**src/rtl/gcd_stream_driver.sv**
```systemverilog
// Stream initiator for a val/rdy GCD unit: issues LFSR operand pairs, folds results
// into a rotate-xor checksum, and counts RUN cycles for throughput measurement.
module gcd_stream_driver #(
    parameter int unsigned W     = 16,
    parameter int unsigned CNT_W = 8
) (
    input  logic             clk,
    input  logic             reset,
    input  logic             start,
    input  logic [CNT_W-1:0] num_reqs,
    input  logic [W-1:0]     seed,
    output logic [W-1:0]     operands_bits_A,
    output logic [W-1:0]     operands_bits_B,
    output logic             operands_val,
    input  logic             operands_rdy,
    input  logic [W-1:0]     result_bits_data,
    input  logic             result_val,
    output logic             result_rdy,
    output logic             busy,
    output logic             done,
    output logic             err,
    output logic [W-1:0]     checksum,
    output logic [CNT_W-1:0] resp_count,
    output logic [31:0]      cycle_count
);

    localparam int unsigned H = W / 2;

    typedef enum logic [1:0] {IDLE, RUN, DONE} state_t;

    state_t           state, state_next;
    logic [CNT_W-1:0] req_lim, sent, recv, sent_next;
    logic [W-1:0]     lfsr, lfsr_step, lfsr_next;
    logic             op_fire, res_fire, launch, val_next;

    assign op_fire   = operands_val && operands_rdy;
    assign res_fire  = result_val && result_rdy;
    assign launch    = start && (state != RUN);
    assign lfsr_step = {lfsr[W-2:0], lfsr[W-1] ^ lfsr[W-3] ^ lfsr[W-4] ^ lfsr[W-6]};

    assign busy       = (state == RUN);
    assign done       = (state == DONE);
    assign result_rdy = (state == RUN) && (recv < req_lim);
    assign resp_count = recv;

    always_comb begin
        state_next = state;
        case (state)
            IDLE, DONE: if (start) state_next = RUN;
            RUN:        if (recv == req_lim) state_next = DONE;
            default:    state_next = IDLE;
        endcase
    end

    // Operand registers are loaded from the post-fire LFSR so a new pair appears the cycle after a fire.
    always_comb begin
        lfsr_next = op_fire ? lfsr_step : lfsr;
        sent_next = sent + (op_fire ? CNT_W'(1) : CNT_W'(0));
        val_next  = (state == RUN) && (state_next == RUN) && (sent_next < req_lim);
    end

    always_ff @(posedge clk or posedge reset) begin
        if (reset) begin
            state           <= IDLE;
            req_lim         <= '0;
            lfsr            <= W'(1);
            sent            <= '0;
            recv            <= '0;
            checksum        <= '0;
            err             <= 1'b0;
            cycle_count     <= '0;
            operands_bits_A <= '0;
            operands_bits_B <= '0;
            operands_val    <= 1'b0;
        end else begin
            state <= state_next;
            if (launch) begin
                req_lim      <= num_reqs;
                lfsr         <= (seed == '0) ? W'(1) : seed;
                sent         <= '0;
                recv         <= '0;
                checksum     <= '0;
                err          <= 1'b0;
                cycle_count  <= '0;
                operands_val <= 1'b0;
            end else if (state == RUN) begin
                lfsr            <= lfsr_next;
                sent            <= sent_next;
                operands_bits_A <= lfsr_next;
                operands_bits_B <= {lfsr_next[H-1:0], lfsr_next[W-1:H]};
                operands_val    <= val_next;
                if (res_fire) begin
                    recv     <= recv + CNT_W'(1);
                    checksum <= {checksum[W-2:0], checksum[W-1]} ^ result_bits_data;
                    if (recv >= sent) err <= 1'b1;
                end
                if (cycle_count != '1) cycle_count <= cycle_count + 32'd1;
            end
        end
    end

endmodule

```
**config.mk**
```make
export PLATFORM = sky130hd
export DESIGN_NAME = gcd_stream_driver
export DESIGN_NICKNAME = d
export VERILOG_FILES = /design/src/rtl/gcd_stream_driver.sv
export SDC_FILE = /design/constraint.sdc
export NUM_CORES = 1
export LEC_CHECK = 0
export CORE_ASPECT_RATIO = 1.25
export CORE_UTILIZATION = 25
export DETAILED_ROUTE_END_ITERATION = 16
export HOLD_SLACK_MARGIN = 0.05
export PLACE_DENSITY = 0.48
export SLEW_MARGIN = 15
export SYNTH_ARGS = -nofsm -noshare
export SYNTH_HDL_FRONTEND = slang
export SYNTH_SLANG_ARGS = --single-unit
```
**constraint.sdc**
```tcl
create_clock -name clk -period 6.2 [get_ports clk]
set_input_delay 1.55 -clock clk [delete_from_list [all_inputs] [get_ports clk]]
set_output_delay 1.55 -clock clk [all_outputs]
set_load 0.01 [all_outputs]
```
**After elaboration in Yosys (flattened, before gate mapping)**

Cells that the tools add are included.

- Reductions and logical operators: 17
- Equality and inequality tests: 6
- Bitwise operators: 5
- Multiplexer cells: 25
- Add/subtract/negate cells: 3
- Order comparisons: 3

Operator list:

| kind | number |
|---|---|
| two-way mux 16 bit | 7 |
| two-way mux 32 bit | 3 |
| two-way mux 8 bit | 5 |
| adder 32 x 1 -> 32 bit, second input constant | 1 |
| inequality test 32 bit, second input constant | 1 |
| zero test 16 bit | 1 |
| < comparator 8 bit | 2 |
| XOR 16 bit | 1 |
| adder 8 x 1 -> 8 bit | 1 |
| adder 8 x 1 -> 8 bit, second input constant | 1 |
| equality test 8 bit | 1 |
| greater-or-equal comparator 8 bit | 1 |
| nonzero test 2 bit | 4 |
| two-way mux 1 bit | 7 |
| logical AND 1 bit | 6 |
| AND reduction 2 bit | 3 |
| equality test 2 x 1 -> 1 bit, second input constant | 2 |
| two-way mux 2 bit | 2 |
| one-hot mux 2 bit (2 select lines) | 1 |
| AND reduction 3 bit | 1 |
| XOR 1 bit | 3 |
| equality test 2 bit, second input constant | 1 |
| zero test 2 bit | 1 |
| inequality test 2 x 1 -> 1 bit, second input constant | 1 |
| other kinds (2) | 2 |

- Register bits: 124
- Word-level logic and storage cells: 70

**Longest topological paths before layout**

Gate-level depths: netlist (run 1).

- Depth after elaboration: 8
- Mapped depth: 12
- Mapped depth without buffers: 11

**Least setup slack after synthesis (run 1)**

No wires, ideal clock.

- Path type: input to register
- Start point: input port operands_rdy
- End point: register operands_val
- Setup time: 0.068 ns
- Data required time: 6.132 ns
- Arrival time: 4.079 ns
- Path slack: 2.054 ns
- Stages: 12
- Path through: nand2_1 inv_2 buf_1 ha_1 and3_1 nand3_1 nor3_1 xnor2_1 ha_1 a2111oi_0 o211ai_1 nand2_1

- Longest elaborated chain between the ends: 7

RTL lines:

| what | RTL line | RTL |
|---|---|---|
| start, declared | 15 | `input logic operands_rdy,` |
| logical AND 1 bit | 36 | `assign op_fire = operands_val && operands_rdy;` |
| two-way mux 1 bit | 58 | `sent_next = sent + (op_fire ? CNT_W'(1) : CNT_W'(0));` |
| adder 8 x 1 -> 8 bit | 58 |  |
| < comparator 8 bit | 59 | `val_next = (state == RUN) && (state_next == RUN) && (sent_next < req_lim);` |
| logical AND 1 bit | 59 |  |
| two-way mux 1 bit | 86 | `end else if (state == RUN) begin` |
| two-way mux 1 bit | 77 | `if (launch) begin` |
| end signal, assigned | 91 | `operands_val <= val_next;` |
| end, declared | 14 | `output logic operands_val,` |

Every way passes these cells. The select of a mux whose other input is x is not followed.
A chain may end at the register's enable or synchronous reset.

**Final worst setup path (run 1)**

Same ends and word-level chain as after synthesis.

==> run summary, run 1 <==
status - complete, no violations
CP required - 6.49 ns
Switching Fraction - 0.4162
DR iter-0 viols - 263
largest family of logic cells by synthesized area - simple AND/OR/NAND/NOR gates
post-synthesis mux area share - 0.04266
Compound-Gate Fraction of Synth Area - 0.1621
I/O pin total - 138
CTS Hold Bufs - 0
sequential power share - 0.360
Antenna Violating Nets Remaining - 0
port bufs - 137
Synth area leader - dfrtp_1
Worst Hold Class - register to register
total grt overflow - 0
Final Hold Fails - 0
Pint - 2.175 mW
Post-synth EDFFs - 0
FP Rows - 63
diode count - 0
fin crit share - 0.7031
P_leak - 3.262 nW
final setup vio count - 0
Residual DRC - 0
Slew Viols, Final - 0
dpl cells - 1082
post-synthesis simple-gate area fraction - 0.2015
register area share after synthesis - 0.4411
Final GP Congestion - 0.7965
largest net degree at the start of global routing - 69
Core Area - 23880 um2
CP Cell Sequence - clkdlybuf4s50_1, nand2_1, inv_2, ha_1, and3_1, nand3_1, nor3_1, xnor2_1, ha_1, a2111oi_0, o211ai_1, nand2_1
Starting Density - 0.2566
CP delay by family, top - buffers and inverters
Final WS setup - 1.841 ns
post-CTS sizing - 0
Vias - 5163
die span in x - 142.1 um
skew final - 0.01096 ns
Worst path slowest cell - a2111oi_0
commonest non-fill, non-tap cells in the layout - clkdlybuf4s50_1 (137), dfrtp_1 (107), nand2_1 (86), o21ai_0 (50), nor2_1 (44)
Post-Layout Cell Count - 1098
Reg clk slew, reported paths - 0.08 ns
Hold WS - 0.5144 ns
clock share of power - 0.154
Area contributors post-synth - dfrtp_1 (44%), ha_1 (5.5%), nand2_1 (5.3%)
CP bufs+invs - 2
DP HPWL - 12.71 mm
crit-path max FO - 17
crit path DAT - 4.65 ns
Startpoint Class - input pin
Comb pwr share - 0.487
Post-Synthesis Cell Area - 6130 um2
cell area after placement - 7706 um2
Die ar. - 25150 um2
worst-skew pair later-pin latency - 0.36 ns
crit path capture type - register
final instance area - 7990 um2
vias in the first global route - 4975
Root Driver - clkbuf_16
DP Worst Slack - 1.486 ns
FF+latch count, synth - 108
Syn. warnings - 0
Synth cell types - 60
Longest Clk Path Bufs - 2
Final TNS setup - 0 ns
f_max - 0.2294 GHz
CTS H-Tree Depth - 3
initial antenna violation count - 0
WS Path Type - input pin to register
DR WL/cell - 15.99 um
slew margin rel. - 0.3951
worst vdd ir - 0.1472 mV
Least-Margin Pin Slew - 0.9064 ns
CTS tree - built
layout cells sized above 1 - 0.06856
ys flop type - dfrtp_1
Max-cap violations - 0
post-synthesis xor/xnor area fraction - 0.03715
final net count - 840
Overall Global Routing Usage - 0.1432
fraction of the mapped netlist area in adder cells - 0.05511
fillcell total - 2485
final critical-path required period - 4.359 ns
commonest non-fill, non-tap cell in the layout - clkdlybuf4s50_1
Switching Power - 1.551 mW
CTS Sinks - 108
Cell Pwr Density - 466.3 nW/um2
cts bufs inserted - 9
Synth-to-Final Area Change - 30.35%
Post-synth ARST share - 1.000
Via density - 4.702
Yosys top cell area share - 0.4368
# Post-CTS Setup Buffers - 0
RSZ-0062 raised after global routing - false
Avg Cell Area, Syn - 9.273 um2
syn_nets - 733
Routed WL - 17.56 mm
global-route wire length before repair - 28.03 mm
Cells after Synth - 661
die height - 177.1 um
Critical Path Max Stage Delay - 0.62 ns
first-pass iteration count of the detailed router - 4
[sequential cells by signal, indices dropped and copies added (netlist names)]
| signal | count |
|---|---|
| lfsr | 16 |
| sent | 8 |
| state | 2 |
| resp_count | 8 |
| cycle_count | 32 |
| operands_bits_A | 15 |
| operands_bits_B | 1 |
| err | 1 |
| checksum | 16 |
| req_lim | 8 |
| operands_val | 1 |
[path summary, 6_finish.rpt]
| check | end | slack [ns] | startpoint | cells after the start |
|---|---|---|---|---|
| worst max-delay path | operands_val | 1.84 | operands_rdy | 12 |
| worst min-delay path | operands_bits_A[7] | 0.51 | operands_bits_A[7] | 2 |
| worst max register to register | operands_val | 3.03 | operands_val | 11 |
| worst min register to register | operands_bits_A[7] | 0.51 | operands_bits_A[7] | 2 |
| max in group asynchronous | checksum[3] | 3.34 | reset | 3 |
| min in group asynchronous | operands_bits_B[7] | 1.73 | reset | 2 |
[power by group through the flow]
stage	sequential [mW]	clock (mW)	combinational (mW)
final	1.34	0.572	1.81
after global routing	1.39	0.614	2.02
after CTS	1.35	0.595	1.84
after detailed placement	1.36	0	1.83
after global placement	1.36	0	1.82
after floorplan	1.35	0	1.05
[final cells by class]
class                      instances  area (um2)  area share
clock inverter                     7       58.81    0.007360
tap                              325       406.6     0.05089
multi-input combinational        480        3072      0.3844
timing repair buffer             145        1431      0.1791
inverter                          24       92.59     0.01159
sequential                       108        2704      0.3384
clock buffer                       9       225.2     0.02819
[metal layers]
metal,part of all wire,up-vias,GRT usage
met5,0,-,0
met4,0.018,0,0.05645
met3,0.026,15,0.01840
met2,0.51,93,0.2445
met1,0.45,2480,0.1822
li1,-,2575,-
[Yosys cell counts (all sizes together), types with 17 or more instances]
cell	count
mux2i	25
nor2	45
nand3	43
o21ai	58
xor2	18
clkbuf	24
nand4	17
a21oi	26
dfrtp	107
inv	24
buf	25
nand2	87
ha	27
[through the flow]
stage	util	total power, mW
floorplan	-	2.401
global placement	0.3226	3.180
detailed placement	0.3226	3.186
CTS	0.3345	3.781
global route	0.3345	4.028
finish	0.3345	3.726
[worst register-to-register path: cells and delay by family (launching register included)]
| family | cells | cell delay, ns |
|---|---|---|
| flip-flops | 1 | 0.43 |
| adder cells (fa/ha/maj) | 2 | 0.57 |
| AO/OA/AOI/OAI | 2 | 0.82 |
| buffers and inverters | 1 | 0.38 |
| AND/OR/NAND/NOR | 5 | 0.73 |
| XOR/XNOR | 1 | 0.18 |
[cell families (layout without fill, tap and decap cells)]
kind of cell | Yosys count | in the layout
adders and majority gates | 27 | 27
muxes | 26 | 26
xor gates and xnor gates | 26 | 26
buffers and inverters | 73 | 185
and+or+nand+nor | 248 | 248
AOI/OAI and AO/OA | 153 | 153
DFF | 108 | 108
Note: power is estimated with default switching activity, not from simulation.
==> run 2, diff against run 1 <==
==> constraint.sdc (replaced) <==
create_clock -name clk -period 4.1 [get_ports clk]
set_input_delay 1.025 -clock clk [delete_from_list [all_inputs] [get_ports clk]]
set_output_delay 1.025 -clock clk [all_outputs]
set_load 0.01 [all_outputs]
==> run summary, run 2 (synthesized netlist as in run 1, its figures left out) <==
commonest non-fill, non-tap cells in the layout - clkdlybuf4s50_1 (137), dfrtp_1 (107), nand2_1 (86), o21ai_0 (50), nor2_1 (44)
post-CTS sizing - 0 (unchanged)
area of the multi-input gates - 3072 um2 (unchanged)
worst-skew pair later-pin latency - 0.36 ns (about the same)
Core Util, Final - 0.3388 (+0.004296)
diode count - 0 (unchanged)
I/O pin total - 138 (unchanged)
r2r worst-path depth - 11 (unchanged)
crit path DAT - 2.47 ns (-2.18 ns)
first-pass iteration count of the detailed router - 6 (+2)
FF-to-FF setup slack - 1.31 ns (-1.72 ns)
Startpoint Class - register
CTS tree - built
DP HPWL - 12.87 mm (+1.3%)
initial antenna violation count - 0 (unchanged)
Least-Margin Pin Slew - 0.8918 ns (-0.01453 ns)
final net count - 847 (+0.83%)
WS Path Type - register to output pin
slew margin rel. - 0.4055 (+0.01034)
Synth-to-Final Area Change - 32.03%
global-route wire length before repair - 28.73 mm (+2.5%)
fillcell total - 2424 (-2.5%)
status - complete, no violations
CTS H-Tree Depth - 3 (unchanged)
final instance area - 8093 um2 (+1.3%)
commonest non-fill, non-tap cell in the layout - clkdlybuf4s50_1
skew final - 0.01244 ns (+0.001478 ns)
final critical-path required period - 3.491 ns
DR iter-0 viols - 297 (+13%)
Final Hold Fails - 0 (unchanged)
total grt overflow - 0 (unchanged)
Root Driver - clkbuf_16
Routed WL - 17.77 mm (+1.2%)
Die ar. - 25150 um2 (unchanged)
Cell Pwr Density - 706.5 nW/um2 (+52%)
Starting Density - 0.2566 (unchanged)
Antenna Violating Nets Remaining - 0 (unchanged)
fin crit share - 0.8514
Via density - 4.724 (+0.46%)
Overall Global Routing Usage - 0.1473 (+0.004073)
Max-cap violations - 0 (unchanged)
final setup vio count - 0 (unchanged)
Residual DRC - 0 (unchanged)
RSZ-0062 raised after global routing - false
Worst Hold Class - register to register
f_max - 0.2865 GHz
FP Rows - 63 (unchanged)
Hold WS - 0.5079 ns (-0.006471 ns)
Core Area - 23880 um2 (unchanged)
P_leak - 3.317 nW (+1.7%)
Slew Viols, Final - 0 (unchanged)
Vias - 5220 (+1.1%)
largest registers - cycle_count x32, checksum x16, lfsr x16
crit-path max FO - 6 (-11)
die span in x - 142.1 um (unchanged)
cell area after placement - 7784 um2 (+1.0%)
sequential cell area - 2704 um2 (unchanged)
CP required - 3.07 ns (-3.42 ns)
HP Start - err
worst vdd ir - 0.2904 mV (+97%)
largest net degree at the start of global routing - 45 (-35%)
port bufs - 137 (unchanged)
Post-Layout Cell Count - 1105 (+0.64%)
Reg clk slew, reported paths - 0.08 ns (about the same)
RR Endpoint - operands_val
Final GP Congestion - 0.7610 (-4.5%)
Final TNS setup - 0 ns (unchanged)
crit path capture type - output pin
DR WL/cell - 16.08 um (+0.53%)
R2R Path Start - operands_val
CTS Sinks - 108 (unchanged)
vias in the first global route - 5187 (+4.3%)
Largest Register - cycle_count
die height - 177.1 um (unchanged)
dpl cells - 1089 (+0.65%)
CTS Hold Bufs - 0 (unchanged)
Longest Clk Path Bufs - 2 (unchanged)
layout cells sized above 1 - 0.07692 (+0.008359)
# Post-CTS Setup Buffers - 0 (unchanged)
Largest register FFs - 32 (unchanged)
cts bufs inserted - 9 (unchanged)
Hold Path Depth - 1 (-1)
Hold Path Sink - err
==> run 2: cell type report <==
type	count	area share
clock buffer	9	0.02783
tap	325	0.05025
clock inverter	7	0.01036
inverter	24	0.01144
timing repair buffer	152	0.1865
sequential	108	0.3341
multi-input combinational	480	0.3796
==> run 2: through the flow <==
step                total power, mW  setup slack, ns
finish                        5.718           0.6091
global route                  6.227           0.4489
CTS                           5.820           0.5372
detailed placement            4.851           0.3747
global placement              4.843           0.4397
floorplan                     3.631           0.2311
==> run 2: worst max-delay path by stage <==
stage,startpoint,endpoint,slack (ns),depth (start not counted)
after global routing,resp_count[6],result_rdy,0.45,5
final,resp_count[1],result_rdy,0.61,6
after CTS,resp_count[1],result_rdy,0.54,6
after detailed placement,operands_rdy,operands_val,0.37,12
after global placement,operands_rdy,operands_val,0.44,12
after floorplan,reset,checksum[0],0.23,1
==> run 2: metal layers <==
metal | vias up | GRT usage | part of all wire
li1 | 2587 | - | -
met1 | 2529 | 0.1890 | 0.45
met2 | 89 | 0.2525 | 0.51
met3 | 15 | 0.01732 | 0.029
met4 | 0 | 0.05421 | 0.016
met5 | - | 0 | 0
==> run 2: worst max-delay path: stages, from the launching register on <==
cell and delay, ns:
dfrtp_1 0.46, ha_1 0.33, nor2b_1 0.13, o211ai_1 0.17, a21o_1 0.15, nor4b_1 0.24
clkdlybuf4s50_1 0.64
==> run 2: power breakdown <==
part	internal [mW]	switching, mW
Clock	0.485	0.445
Sequential	1.52	0.507
Combinational	1.37	1.39
